--- config.mk ---
export PLATFORM = sky130hd
export DESIGN_NAME = captura_simbolo
export DESIGN_NICKNAME = d
export VERILOG_FILES = /design/src/rtl/captura_simbolo.sv
export SDC_FILE = /design/constraint.sdc
export NUM_CORES = 1
export LEC_CHECK = 0
export CORE_MARGIN = 3
export CORE_UTILIZATION = 59
export CTS_BUF_LIST = sky130_fd_sc_hd__clkbuf_8
export DETAILED_ROUTE_END_ITERATION = 8
export PLACE_DENSITY = 0.87
export SLEW_MARGIN = 20
export SYNTH_ARGS = -nofsm -noshare
export SYNTH_HDL_FRONTEND = slang
export SYNTH_SLANG_ARGS = --single-unit
--- constraint.sdc ---
create_clock -name clk -period 2.8 [get_ports clk]
set_clock_uncertainty 0.05 [all_clocks]
set_input_delay 0.28 -clock clk [delete_from_list [all_inputs] [get_ports clk]]
set_output_delay 0.28 -clock clk [all_outputs]
set_load 0.01 [all_outputs]
--- src/rtl/captura_simbolo.sv ---
// captura_simbolo
// Input stage for the 7-bit symbol sequence recogniser. A raw keypad strobe
// and key index are synchronised, debounced, buffered in a 4-entry FIFO and
// emitted as 7-bit segment codes, paced by a minimum gap between strobes.
//
// Ports
//   clk          in   single clock, all state changes on the rising edge
//   res          in   asynchronous active-low reset
//   tecla_valida in   raw key-pressed level (asynchronous)
//   tecla[3:0]   in   raw key index (asynchronous), valid while tecla_valida=1
//   entrada[6:0] out  segment code of the last emitted key, holds between pulses
//   ctrl         out  one-cycle strobe when a new code is placed on entrada
//   descarte     out  sticky flag: an accepted press was dropped
//   ocupacao[2:0]out  current FIFO fill level, 0..4
module captura_simbolo #(
  parameter int DEB_CYCLES = 16,
  parameter int GAP        = 4
) (
  input  logic       clk,
  input  logic       res,
  input  logic       tecla_valida,
  input  logic [3:0] tecla,
  output logic [6:0] entrada,
  output logic       ctrl,
  output logic       descarte,
  output logic [2:0] ocupacao
);

  localparam logic [7:0] L_DEB_LAST = 8'(DEB_CYCLES - 1);
  localparam logic [7:0] L_GAP      = 8'(GAP);

  typedef enum logic [1:0] {
    S_OCIOSO = 2'd0,
    S_FILTRO = 2'd1,
    S_PRESO  = 2'd2
  } state_t;

  // Synchronisers
  logic       r_v_meta;
  logic       r_v_s;
  logic [3:0] r_k_meta;
  logic [3:0] r_k_s;

  // Debounce FSM
  state_t     r_state;
  state_t     w_state_next;
  logic [7:0] r_cnt;
  logic [7:0] w_cnt_next;
  logic [3:0] r_k_cap;
  logic [3:0] w_k_cap_next;
  logic       w_push;

  // FIFO and pacer
  logic [2:0] r_mem [0:3];
  logic [1:0] r_wr_ptr;
  logic [1:0] r_rd_ptr;
  logic [2:0] r_count;
  logic [2:0] w_count_next;
  logic [7:0] r_gap_cnt;
  logic [6:0] r_entrada;
  logic       r_ctrl;
  logic       r_descarte;

  logic       w_key_ok;
  logic       w_full;
  logic       w_wr_en;
  logic       w_drop;
  logic       w_pop;

  function automatic logic [6:0] f_code(input logic [2:0] key);
    case (key)
      3'd0:    f_code = 7'b0010000;
      3'd1:    f_code = 7'b0100100;
      3'd2:    f_code = 7'b0000010;
      3'd3:    f_code = 7'b1000111;
      3'd4:    f_code = 7'b0111010;
      3'd5:    f_code = 7'b0101001;
      default: f_code = 7'b1111111;
    endcase
  endfunction

  // Debounce next-state logic. cnt counts matching cycles in FILTRO and
  // consecutive released cycles in PRESO.
  always_comb begin
    w_state_next = r_state;
    w_cnt_next   = r_cnt;
    w_k_cap_next = r_k_cap;
    w_push       = 1'b0;
    case (r_state)
      S_OCIOSO: begin
        if (r_v_s) begin
          w_k_cap_next = r_k_s;
          w_cnt_next   = 8'd0;
          w_state_next = S_FILTRO;
        end
      end
      S_FILTRO: begin
        if (!r_v_s || (r_k_s != r_k_cap)) begin
          w_state_next = S_OCIOSO;
        end else if (r_cnt == L_DEB_LAST) begin
          w_push       = 1'b1;
          w_cnt_next   = 8'd0;
          w_state_next = S_PRESO;
        end else begin
          w_cnt_next = r_cnt + 8'd1;
        end
      end
      S_PRESO: begin
        if (r_v_s) begin
          w_cnt_next = 8'd0;
        end else if (r_cnt == L_DEB_LAST) begin
          w_cnt_next   = 8'd0;
          w_state_next = S_OCIOSO;
        end else begin
          w_cnt_next = r_cnt + 8'd1;
        end
      end
      default: begin
        w_state_next = S_OCIOSO;
        w_cnt_next   = 8'd0;
      end
    endcase
  end

  // A full FIFO never makes room through a same-cycle pop: fullness is
  // judged on the registered level.
  assign w_key_ok = (r_k_cap <= 4'd5);
  assign w_full   = (r_count == 3'd4);
  assign w_wr_en  = w_push && w_key_ok && !w_full;
  assign w_drop   = w_push && (!w_key_ok || w_full);
  assign w_pop    = (r_count != 3'd0) && (r_gap_cnt == 8'd0);

  always_comb begin
    w_count_next = r_count;
    case ({w_wr_en, w_pop})
      2'b10:   w_count_next = r_count + 3'd1;
      2'b01:   w_count_next = r_count - 3'd1;
      default: w_count_next = r_count;
    endcase
  end

  always_ff @(posedge clk or negedge res) begin
    if (!res) begin
      r_v_meta   <= 1'b0;
      r_v_s      <= 1'b0;
      r_k_meta   <= 4'd0;
      r_k_s      <= 4'd0;
      r_state    <= S_OCIOSO;
      r_cnt      <= 8'd0;
      r_k_cap    <= 4'd0;
      r_wr_ptr   <= 2'd0;
      r_rd_ptr   <= 2'd0;
      r_count    <= 3'd0;
      r_gap_cnt  <= 8'd0;
      r_entrada  <= 7'b1111111;
      r_ctrl     <= 1'b0;
      r_descarte <= 1'b0;
    end else begin
      r_v_meta <= tecla_valida;
      r_v_s    <= r_v_meta;
      r_k_meta <= tecla;
      r_k_s    <= r_k_meta;

      r_state  <= w_state_next;
      r_cnt    <= w_cnt_next;
      r_k_cap  <= w_k_cap_next;

      if (w_wr_en) begin
        r_wr_ptr <= r_wr_ptr + 2'd1;
      end
      if (w_drop) begin
        r_descarte <= 1'b1;
      end
      r_count <= w_count_next;

      if (w_pop) begin
        r_rd_ptr  <= r_rd_ptr + 2'd1;
        r_entrada <= f_code(r_mem[r_rd_ptr]);
        r_ctrl    <= 1'b1;
        r_gap_cnt <= L_GAP;
      end else begin
        r_ctrl <= 1'b0;
        if (r_gap_cnt != 8'd0) begin
          r_gap_cnt <= r_gap_cnt - 8'd1;
        end
      end
    end
  end

  // Storage has no reset: the pointers define which entries are live.
  always_ff @(posedge clk) begin
    if (w_wr_en) begin
      r_mem[r_wr_ptr] <= r_k_cap[2:0];
    end
  end

  assign entrada  = r_entrada;
  assign ctrl     = r_ctrl;
  assign descarte = r_descarte;
  assign ocupacao = r_count;

endmodule

==> results of run 1 <==
[worst register-to-register path, delay by kind of cell (launching register included)]
kind,cells,cell delay (ns)
and+or+nand+nor,4,0.92
AOI/OAI and AO/OA,1,0.19
buffers and inverters,2,0.13
DFF,1,0.40
adders and majority gates,3,0.84
[synth_stat cells, drive strengths merged]
| cell type | n |
|---|---|
| o31ai | 3 |
| nand2 | 14 |
| nand4 | 1 |
| o22ai | 1 |
| nor4 | 4 |
| clkbuf | 1 |
| a21oi | 6 |
| mux4 | 3 |
| nor2b | 1 |
| o41ai | 2 |
| fa | 1 |
| o21ai | 20 |
| dfrtp | 41 |
| nor2 | 11 |
| edfxtp | 12 |
| a31oi | 4 |
| ha | 11 |
| a221oi | 1 |
| a41o | 1 |
| mux2 | 7 |
| and2 | 4 |
| a221o | 1 |
| xor2 | 7 |
| mux2i | 2 |
| and3 | 8 |
| or4 | 1 |
| buf | 4 |
| o211ai | 2 |
| nor3 | 6 |
| dfstp | 7 |
| xnor2 | 7 |
| nand2b | 3 |
| inv | 18 |
| nand4b | 1 |
| nand3 | 7 |
[per-layer routing]
| metal | wire length, um | vias up |
|---|---|---|
| met1 | 2000 | 848 |
| met4 | 91 | 0 |
| met5 | 0 | - |
| met2 | 2330 | 67 |
| met3 | 273 | 12 |
| li1 | - | 846 |
[what timing repair did]
action | CTS | global route
hold endpoints to repair | 19 | 0
gates resized for setup | 0 | 4
hold buffers | 1 | 0
setup endpoints to repair | 0 | 2
setup buffers | 0 | 1
[worst min path at each step]
stage                        endpoint  depth (start not counted)   startpoint
after floorplan                  ctrl                          0          res
after global placement    r_rd_ptr[0]                          1          res
after detailed placement  r_rd_ptr[0]                          1          res
after CTS                    r_k_s[3]                          0  r_k_meta[3]
after global routing         r_k_s[3]                          0  r_k_meta[3]
final                        r_k_s[3]                          0  r_k_meta[3]
[power breakdown]
| group | switching, mW | internal, mW | leakage (nW) | total [mW] |
|---|---|---|---|---|
| clock network | 0.297 | 0.326 | 0.0888 | 0.623 |
| logic | 0.369 | 0.288 | 0.537 | 0.657 |
| registers | 0.0985 | 1.02 | 0.718 | 1.12 |
[flip-flops by register name, summed over array words and instances, names as in the netlist]
name and count:
descarte 1, ctrl 1, r_k_s 4, r_mem 12, r_cnt 8, r_rd_ptr 2
r_v_meta 1, r_v_s 1, r_k_meta 4, entrada 7, r_wr_ptr 2, r_gap_cnt 8
r_state 2, r_k_cap 4, ocupacao 3
[cells in the final DEF, fill, tap and decap left out, types with 2 or more instances in the layout]
cell type	synthesis	layout
and3_2	1	2
and3_1	7	6
ha_1	11	10
mux2_2	6	6
o211ai_1	2	2
nand2_1	14	14
nand2b_1	3	3
mux4_2	3	3
dfrtp_1	41	41
xnor2_1	7	7
mux2i_1	2	2
inv_1	18	20
dfstp_2	7	7
nor3_1	6	5
nor2_1	11	11
o31ai_1	3	3
clkinv_1	0	4
o41ai_1	2	2
nor4_1	4	3
and2_2	4	4
a21oi_1	6	6
o21ai_0	18	18
clkdlybuf4s50_1	0	17
a31oi_1	4	4
clkbuf_8	0	10
xor2_1	7	7
nand3_1	7	7
buf_4	0	4
edfxtp_1	12	12
[layout make-up]
class | count | area (um2) | area share, %
clock inverter | 6 | 22.5 | 0.725
sequential | 60 | 1570 | 50.5
inverter | 18 | 67.6 | 2.17
tap | 50 | 62.6 | 2.01
timing repair buffer | 23 | 215 | 6.93
multi-input combinational | 140 | 1030 | 33.2
clock buffer | 10 | 138 | 4.43
[cell families (layout without fill, tap and decap cells)]
group	count (synthesis)	after routing	synth area share (%)
compound gates	41	41	9.28
xor+xnor	14	14	4.57
fa+ha+maj	12	12	5.87
buf+inv	23	57	3.64
flops	60	60	58.5
mux	12	12	6.34
simple gates	61	61	11.8
==> impl_metrics.ini, run 1 <==
[synth]
yosysTopAreaCell = dfrtp_1
ys_ff_latch = 60
syn_nets = 242
ys_warn_count = 0
synth_top_area_share_pct = 38.2
synth_area_um2 = 2680
yosysSeqAreaShare_pct = 58.5
yosysUniqueCellTypes = 40
synth_cells = 223
avgSynthCellArea_um2 = 12.0
yosys-top-cells-area = dfrtp_1 38%, edfxtp_1 13%, dfstp_2 6.9%

[global_routing]
grt_max_degree = 28
grt_use_met2_pct = 32.2
grt_use_met1_pct = 23.7
use_met3_pct = 8.21
antenna_found_initial = 0
grt_overflow_total = 0
grt_busiest_layer = met2
first_global_vias = 1788
grt.total_usage_pct = 20.1
grt_first_pass_wirelength_mm = 8.01

[sta]
final.period_utilization_pct = 92.7
setup_tns_ns = 0
slew_violations = 0
setup_viol = 0
whs_ns = 0.297
rsz0062_at_grt = false
tightestPinTransition_ns = 0.830
setup_slack_ns = 0.204
max_freq_ghz = 0.385
fin_crit_ns = 2.60
slew_headroom_pct = 44.2
hold_violations = 0

[placement]
dpl_cell_area_um2 = 2910
post-place-ws_ns = 0.196
port_buffers = 18
dpl.cell_count = 289
gp_congestion = 0.894
dp_hpwl_mm = 3.18

[layout]
area_delta_synth_final_pct = 15.8
fillers = 293
drive_above_1_share_pct = 16.7
diodes = 0
nets = 271
stdcell_area_um2 = 3110
fin_util_pct = 73.9
stdcell_count = 307

[clock_network]
clockBufferDepth = 2
cts_buffers = 9
cts.htree.levels = 3
tritoncts = done
clockRootBuffer = clkbuf_8
clock_latency_ns = 0.33
clock-sinks = 60
path_clk_slew_ns = 0.06

[floorplanning]
std_cell_rows = 23
start_util_pct = 63.9
coreArea_um2 = 4200
die_h_um = 73.4
die_w_um = 73.4
dieArea_um2 = 5390
ios = 19

[drt]
firstDrtPassIters = 4
viasPerCell = 5.78
wirelength_mm = 4.69
num_vias = 1773
drcViolationCount = 0
first_iter_violations = 108
detail-route-antenna-nets = 0
post_drt_wl_per_cell_um = 15.3

[run_status]
status = completed

[setup_path]
crit_fanout = 5
worstPathCellList = ha_2 -> nand4b_1 -> or4_4 -> nor2_1 -> and3_1 -> inv_1 -> ha_1 -> inv_1 -> fa_1 -> o21ai_0
cp.depth = 10
worst_path_most_repeated_cell = inv_1
cp.buffers_inverters = 2
crit_required_ns = 2.99
crit_path_end = ocupacao[1]
crit_slowest_cell = or4_4
r2r_end = ocupacao[1]
r2r_slack_ns = 0.20
cp_top_family = simple AND/OR/NAND/NOR gates
arrival_ns = 2.79
end_kind = flop
slowest_delay_ns = 0.48
worstSetupStartpoint = r_cnt[1]
reg2reg_depth = 10
startpoint_type = flop
rr_startpoint = r_cnt[1]
critPathKind = flop to flop

[worst_hold_path]
hold_path_class = flop to flop

[power]
p_per_area_nw_per_um2 = 772
leakage_nw = 1.34
power_mw = 2.40
peakVddDrop_v = 0.000560

[run]
cap_violations = 0
Power figures use the tool's default switching activity.
==> run 2, diff against run 1 <==
--- a/config.mk
+++ b/config.mk
@@ -14,3 +14,4 @@
 export SYNTH_ARGS = -nofsm -noshare
 export SYNTH_HDL_FRONTEND = slang
 export SYNTH_SLANG_ARGS = --single-unit
+export TNS_END_PERCENT = 10
==> results of run 2 <==
Same layout as run 1: the final DEF is identical, and so are final timing and power.
==> run 3, diff against run 2 <==
--- a/config.mk
+++ b/config.mk
@@ -6,11 +6,10 @@
 export NUM_CORES = 1
 export LEC_CHECK = 0
 export CORE_MARGIN = 3
-export CORE_UTILIZATION = 59
+export CORE_UTILIZATION = 50
 export CTS_BUF_LIST = sky130_fd_sc_hd__clkbuf_8
 export DETAILED_ROUTE_END_ITERATION = 8
-export PLACE_DENSITY = 0.87
-export SLEW_MARGIN = 20
+export PLACE_DENSITY = 0.77
 export SYNTH_ARGS = -nofsm -noshare
 export SYNTH_HDL_FRONTEND = slang
 export SYNTH_SLANG_ARGS = --single-unit
==> run 3 against run 2 <==
Against the previous run:
- clock power up 18%
- register-to-register slack better by 0.04 ns
- via count down 3.2%
- final cell count up 6.2%
- first-iteration DRC count down 20%
- total power up 3.6%
- core utilization down 13 points
- worst hold slack worse by 0.22 ns
- setup slack better by 0.040 ns
- flip-flop and latch count unchanged
- critical endpoint is now ocupacao[2]
==> impl_metrics.ini, run 3 (synthesized netlist as in run 1, its figures left out) <==
[setup_path]
rr_startpoint = r_cnt[0]
reg2reg_depth = 12
startpoint_type = flop
end_kind = flop
crit_required_ns = 2.96
critPathKind = flop to flop
r2r_end = ocupacao[2]
arrival_ns = 2.72
r2r_slack_ns = 0.24
crit_fanout = 5

[floorplanning]
start_util_pct = 52.2
std_cell_rows = 26
die_h_um = 79.3
coreArea_um2 = 5140
die_w_um = 79.3
ios = 19
dieArea_um2 = 6280

[drt]
first_iter_violations = 86
drcViolationCount = 0
num_vias = 1717
viasPerCell = 5.27
wirelength_mm = 4.30
firstDrtPassIters = 4
post_drt_wl_per_cell_um = 13.2
detail-route-antenna-nets = 0

[clock_network]
clock-sinks = 60
clockBufferDepth = 2
cts.htree.levels = 3
clockRootBuffer = clkbuf_8
clock_latency_ns = 0.33
cts_hold_buf = 0
cts_buffers = 9
cts_setup_buffers = 0
path_clk_slew_ns = 0.06
tritoncts = done

[layout]
nets = 270
most-common-layout-cells = 41 x dfrtp_1, 18 x inv_1, 18 x o21ai_0, 17 x clkdlybuf4s50_1, 14 x nand2_1
largest_register_ffs = 12
drive_above_1_share_pct = 17.2
top_regs = r_mem x12, r_cnt x8, r_gap_cnt x8
layout_commonest_cell = dfrtp_1
diodes = 0
stdcell_count = 326
area_delta_synth_final_pct = 17.1
regMostFlops = r_mem

[sta]
final.period_utilization_pct = 91.3
tightestPinTransition_ns = 1.02
hold_violations = 0
rsz0062_at_grt = false
fin_crit_ns = 2.56
max_freq_ghz = 0.391
setup_tns_ns = 0
setup_viol = 0
whs_ns = 0.0768
slew_headroom_pct = 32.0
slew_violations = 0

[global_routing]
antenna_found_initial = 0
grt.total_usage_pct = 16.4
first_global_vias = 1773
grt_first_pass_wirelength_mm = 7.87
grt_max_degree = 49
grt_overflow_total = 0

[placement]
port_buffers = 18
gp_congestion = 0.857
dpl.cell_count = 310
dp_hpwl_mm = 3.06

[run]
cap_violations = 0

[run_status]
status = completed

[worst_hold_path]
hold_path_class = input port to async pin

[power]
peakVddDrop_v = 0.000346
power_mw = 2.49
p_per_area_nw_per_um2 = 791
leakage_nw = 1.34
==> run 3: worst max path at each step <==
stage	start	to	slack, ns
final	r_cnt[0]	ocupacao[2]	0.24
after global routing	r_cnt[0]	ocupacao[1]	0.02
after CTS	r_gap_cnt[3]	ocupacao[2]	0.23
after detailed placement	r_cnt[0]	ocupacao[2]	0.25
after global placement	r_cnt[0]	ocupacao[2]	0.35
after floorplan	r_cnt[0]	ocupacao[2]	0.33
==> run 3: worst max-delay path, cell delays in order (launching register included) <==
cell	delay, ns
dfrtp_1	0.40
ha_2	0.22
nand4b_1	0.16
or4_4	0.49
nor2_1	0.10
and3_1	0.17
inv_1	0.05
ha_1	0.21
inv_1	0.07
fa_1	0.17
xor2_1	0.15
nor2_1	0.07
xor2_1	0.13
==> run 3: through the flow <==
stage / utilization [%] / setup WS (ns) / area (um2)
4_1_cts: 61.1 / 0.231 / 3140
3_5_place_dp: 57.3 / 0.248 / 2950
3_3_place_gp: 57.3 / 0.352 / 2950
2_1_floorplan: - / 0.329 / 2680
5_1_grt: 61.1 / 0.0218 / 3140
6_report: 61.1 / 0.244 / 3140
==> run 3: report_power, final <==
part / internal, mW / total, mW / leakage, nW / switching (mW)
sequential: 1.02 / 1.12 / 0.718 / 0.0956
combinational: 0.279 / 0.635 / 0.531 / 0.356
clock: 0.424 / 0.735 / 0.0948 / 0.311
==> run 3: routing by layer <==
metal,track usage (%),part of all wire (%)
met4,5.84,1.5
met3,6.92,4.5
met5,0,0
met1,19.9,45
met2,26.3,49
==> run 3: repair_timing <==
item,CTS,global route
setup endpoints to repair,0,2
resized for setup,0,2
hold endpoints to repair,0,0
==> run 3: final cells by class <==
| class | count | area (um2) |
|---|---|---|
| fillers | 438 | 2000 |
| clock buffers | 10 | 138 |
| clock inverters | 6 | 53.8 |
| multi-input cells | 140 | 1020 |
| inverters | 18 | 67.6 |
| repair buffers | 22 | 205 |
| well taps | 70 | 87.6 |
| flip-flops and latches | 60 | 1570 |
==> RTL edit: new RTL, settings of run 3 <==
Re-encode `state_t` (3 states) as one-hot, 3 bits wide.
--- a/src/rtl/captura_simbolo.sv
+++ b/src/rtl/captura_simbolo.sv
@@ -30,8 +30,8 @@
   localparam logic [7:0] L_GAP      = 8'(GAP);
 
-  typedef enum logic [1:0] {
-    S_OCIOSO = 2'd0,
-    S_FILTRO = 2'd1,
-    S_PRESO  = 2'd2
+  typedef enum logic [2:0] {
+    S_OCIOSO = 3'b001,
+    S_FILTRO = 3'b010,
+    S_PRESO  = 3'b100
   } state_t;
 
Formal check against the unedited RTL: no difference found for any inputs over 10 cycles, from zero or initial values; not proved beyond that.
==> RTL edit against run 3 <==
  * Count of clock-buffer cells in the layout up 2
  * Routed wire length down 1.9%
  * Final cell count down 1.5%
  * Non-clock buffer count down 1
  * Sequential cell count up 1
  * Via count down 2.6%
  * Area after synthesis up 0.93%
  * Cell area up 0.12%
  * Maximum frequency up 0.74%
  * Worst setup slack better by 19 ps
  * Critical path type unchanged
Power is not compared: it rests on default switching activity, and its combinational part moved more than twofold at a synthesized area within 25%.
==> RTL edit: results <==
group,metric,value,unit
run_status,status,"finished clean",
final_layout,fill_cells,406,
detailed_routing,drt-total-wl,4220,um
global_route,grt_max_degree,47,
critical_path,path_max_fanout,7,
synthesis,yosys-top-cells-count,"dfrtp_1, nand2_1, edfxtp_1, inv_1, o21ai_0",
detailed_routing,num_vias,1672,
critical_path,critical_path.max_stage_delay,450,ps
synthesis,yosysUniqueCellTypes,49,
global_route,grt_pass1_wl,7480,um
final_layout,num-nets-final,262,
critical_path,r2r_slack,260,ps
synthesis,postSynth.asyncResetShare,80.3,%
synthesis,syn_nets,236,
placement,place_hpwl,3030,um
critical_path,slowest_stage,"dfrtp_1",
global_route,first_global_vias,1661,
global_route,grt_usage,15.3,%
synthesis,yosysSeqAreaShare,58.9,%
synthesis,synthTopCellsByArea,"dfrtp_1, edfxtp_1, dfstp_2, ha_1, mux2_2",
placement,pre_cts_ws,250,ps
power_and_ir_drop,seq_power,1.07,mW
detailed_routing,first_iter_violations,136,
placement,placed_area,2960,um^2
placement,routabilityCongestion,0.812,
critical_path,reg2regPathDepth,9,
sta,fin_crit,2540,ps
critical_path,r2r_start,"r_k_cap[2]$_DFFE_PN0P_",
-- RTL edit: changes by cell type after synthesis, moves of 4 or more --
cell     before  now
a31oi_1       4    0
and2_1        0    7
and2_2        4    0
inv_1        18   12
o21ai_0      18   11
o21ai_1       1    5
-- RTL edit: area by class of cell --
type                            count  area (um^2)  share of cell area, %
Tap cell                           70         87.6                   2.78
Timing Repair Buffer               21          198                   6.28
Inverter                           12         45.0                   1.43
Sequential cell                    61         1600                   50.8
Clock buffer                       12          165                   5.25
Multi-Input combinational cell    141         1040                   33.0
Clock inverter                      4         16.3                  0.517
-- RTL edit: cells by family (layout without fill, tap and decap cells) --
logic type,after synthesis,in the layout,synth area share (%)
and+or+nand+nor,68,68,13.9
DFF,61,61,58.9
AOI/OAI and AO/OA,38,38,9.28
buffers and inverters,18,49,2.77
xor gates and xnor gates,14,14,4.53
muxes,12,12,6.14
adders and majority gates,9,9,4.43
-- RTL edit: worst max-delay path: cells and delay by family, from the launching register on --
| family | cells | cell delay, ps |
|---|---|---|
| and+or+nand+nor | 3 | 830 |
| adders and majority gates | 2 | 640 |
| DFF | 1 | 450 |
| xor gates and xnor gates | 1 | 180 |
| buffers and inverters | 2 | 170 |
| AOI/OAI and AO/OA | 1 | 160 |
-- RTL edit: metrics by stage --
step | cells | hold slack (ps)
3_3_place_gp | 305 | 282
6_report | 321 | 72.3
5_1_grt | 321 | 149
3_5_place_dp | 305 | 287
4_1_cts | 321 | 109
2_1_floorplan | 220 | -65.6
-- RTL edit: metal layers --
metal / wire, um / share of wire, % / vias to the layer above / global-route usage, %
li1: - / - / 827 / -
met1: 2010 / 48 / 816 / 20.8
met2: 1980 / 47 / 23 / 23.1
met3: 161 / 3.8 / 6 / 5.30
met4: 60 / 1.4 / 0 / 4.98
met5: 0 / 0 / - / 0
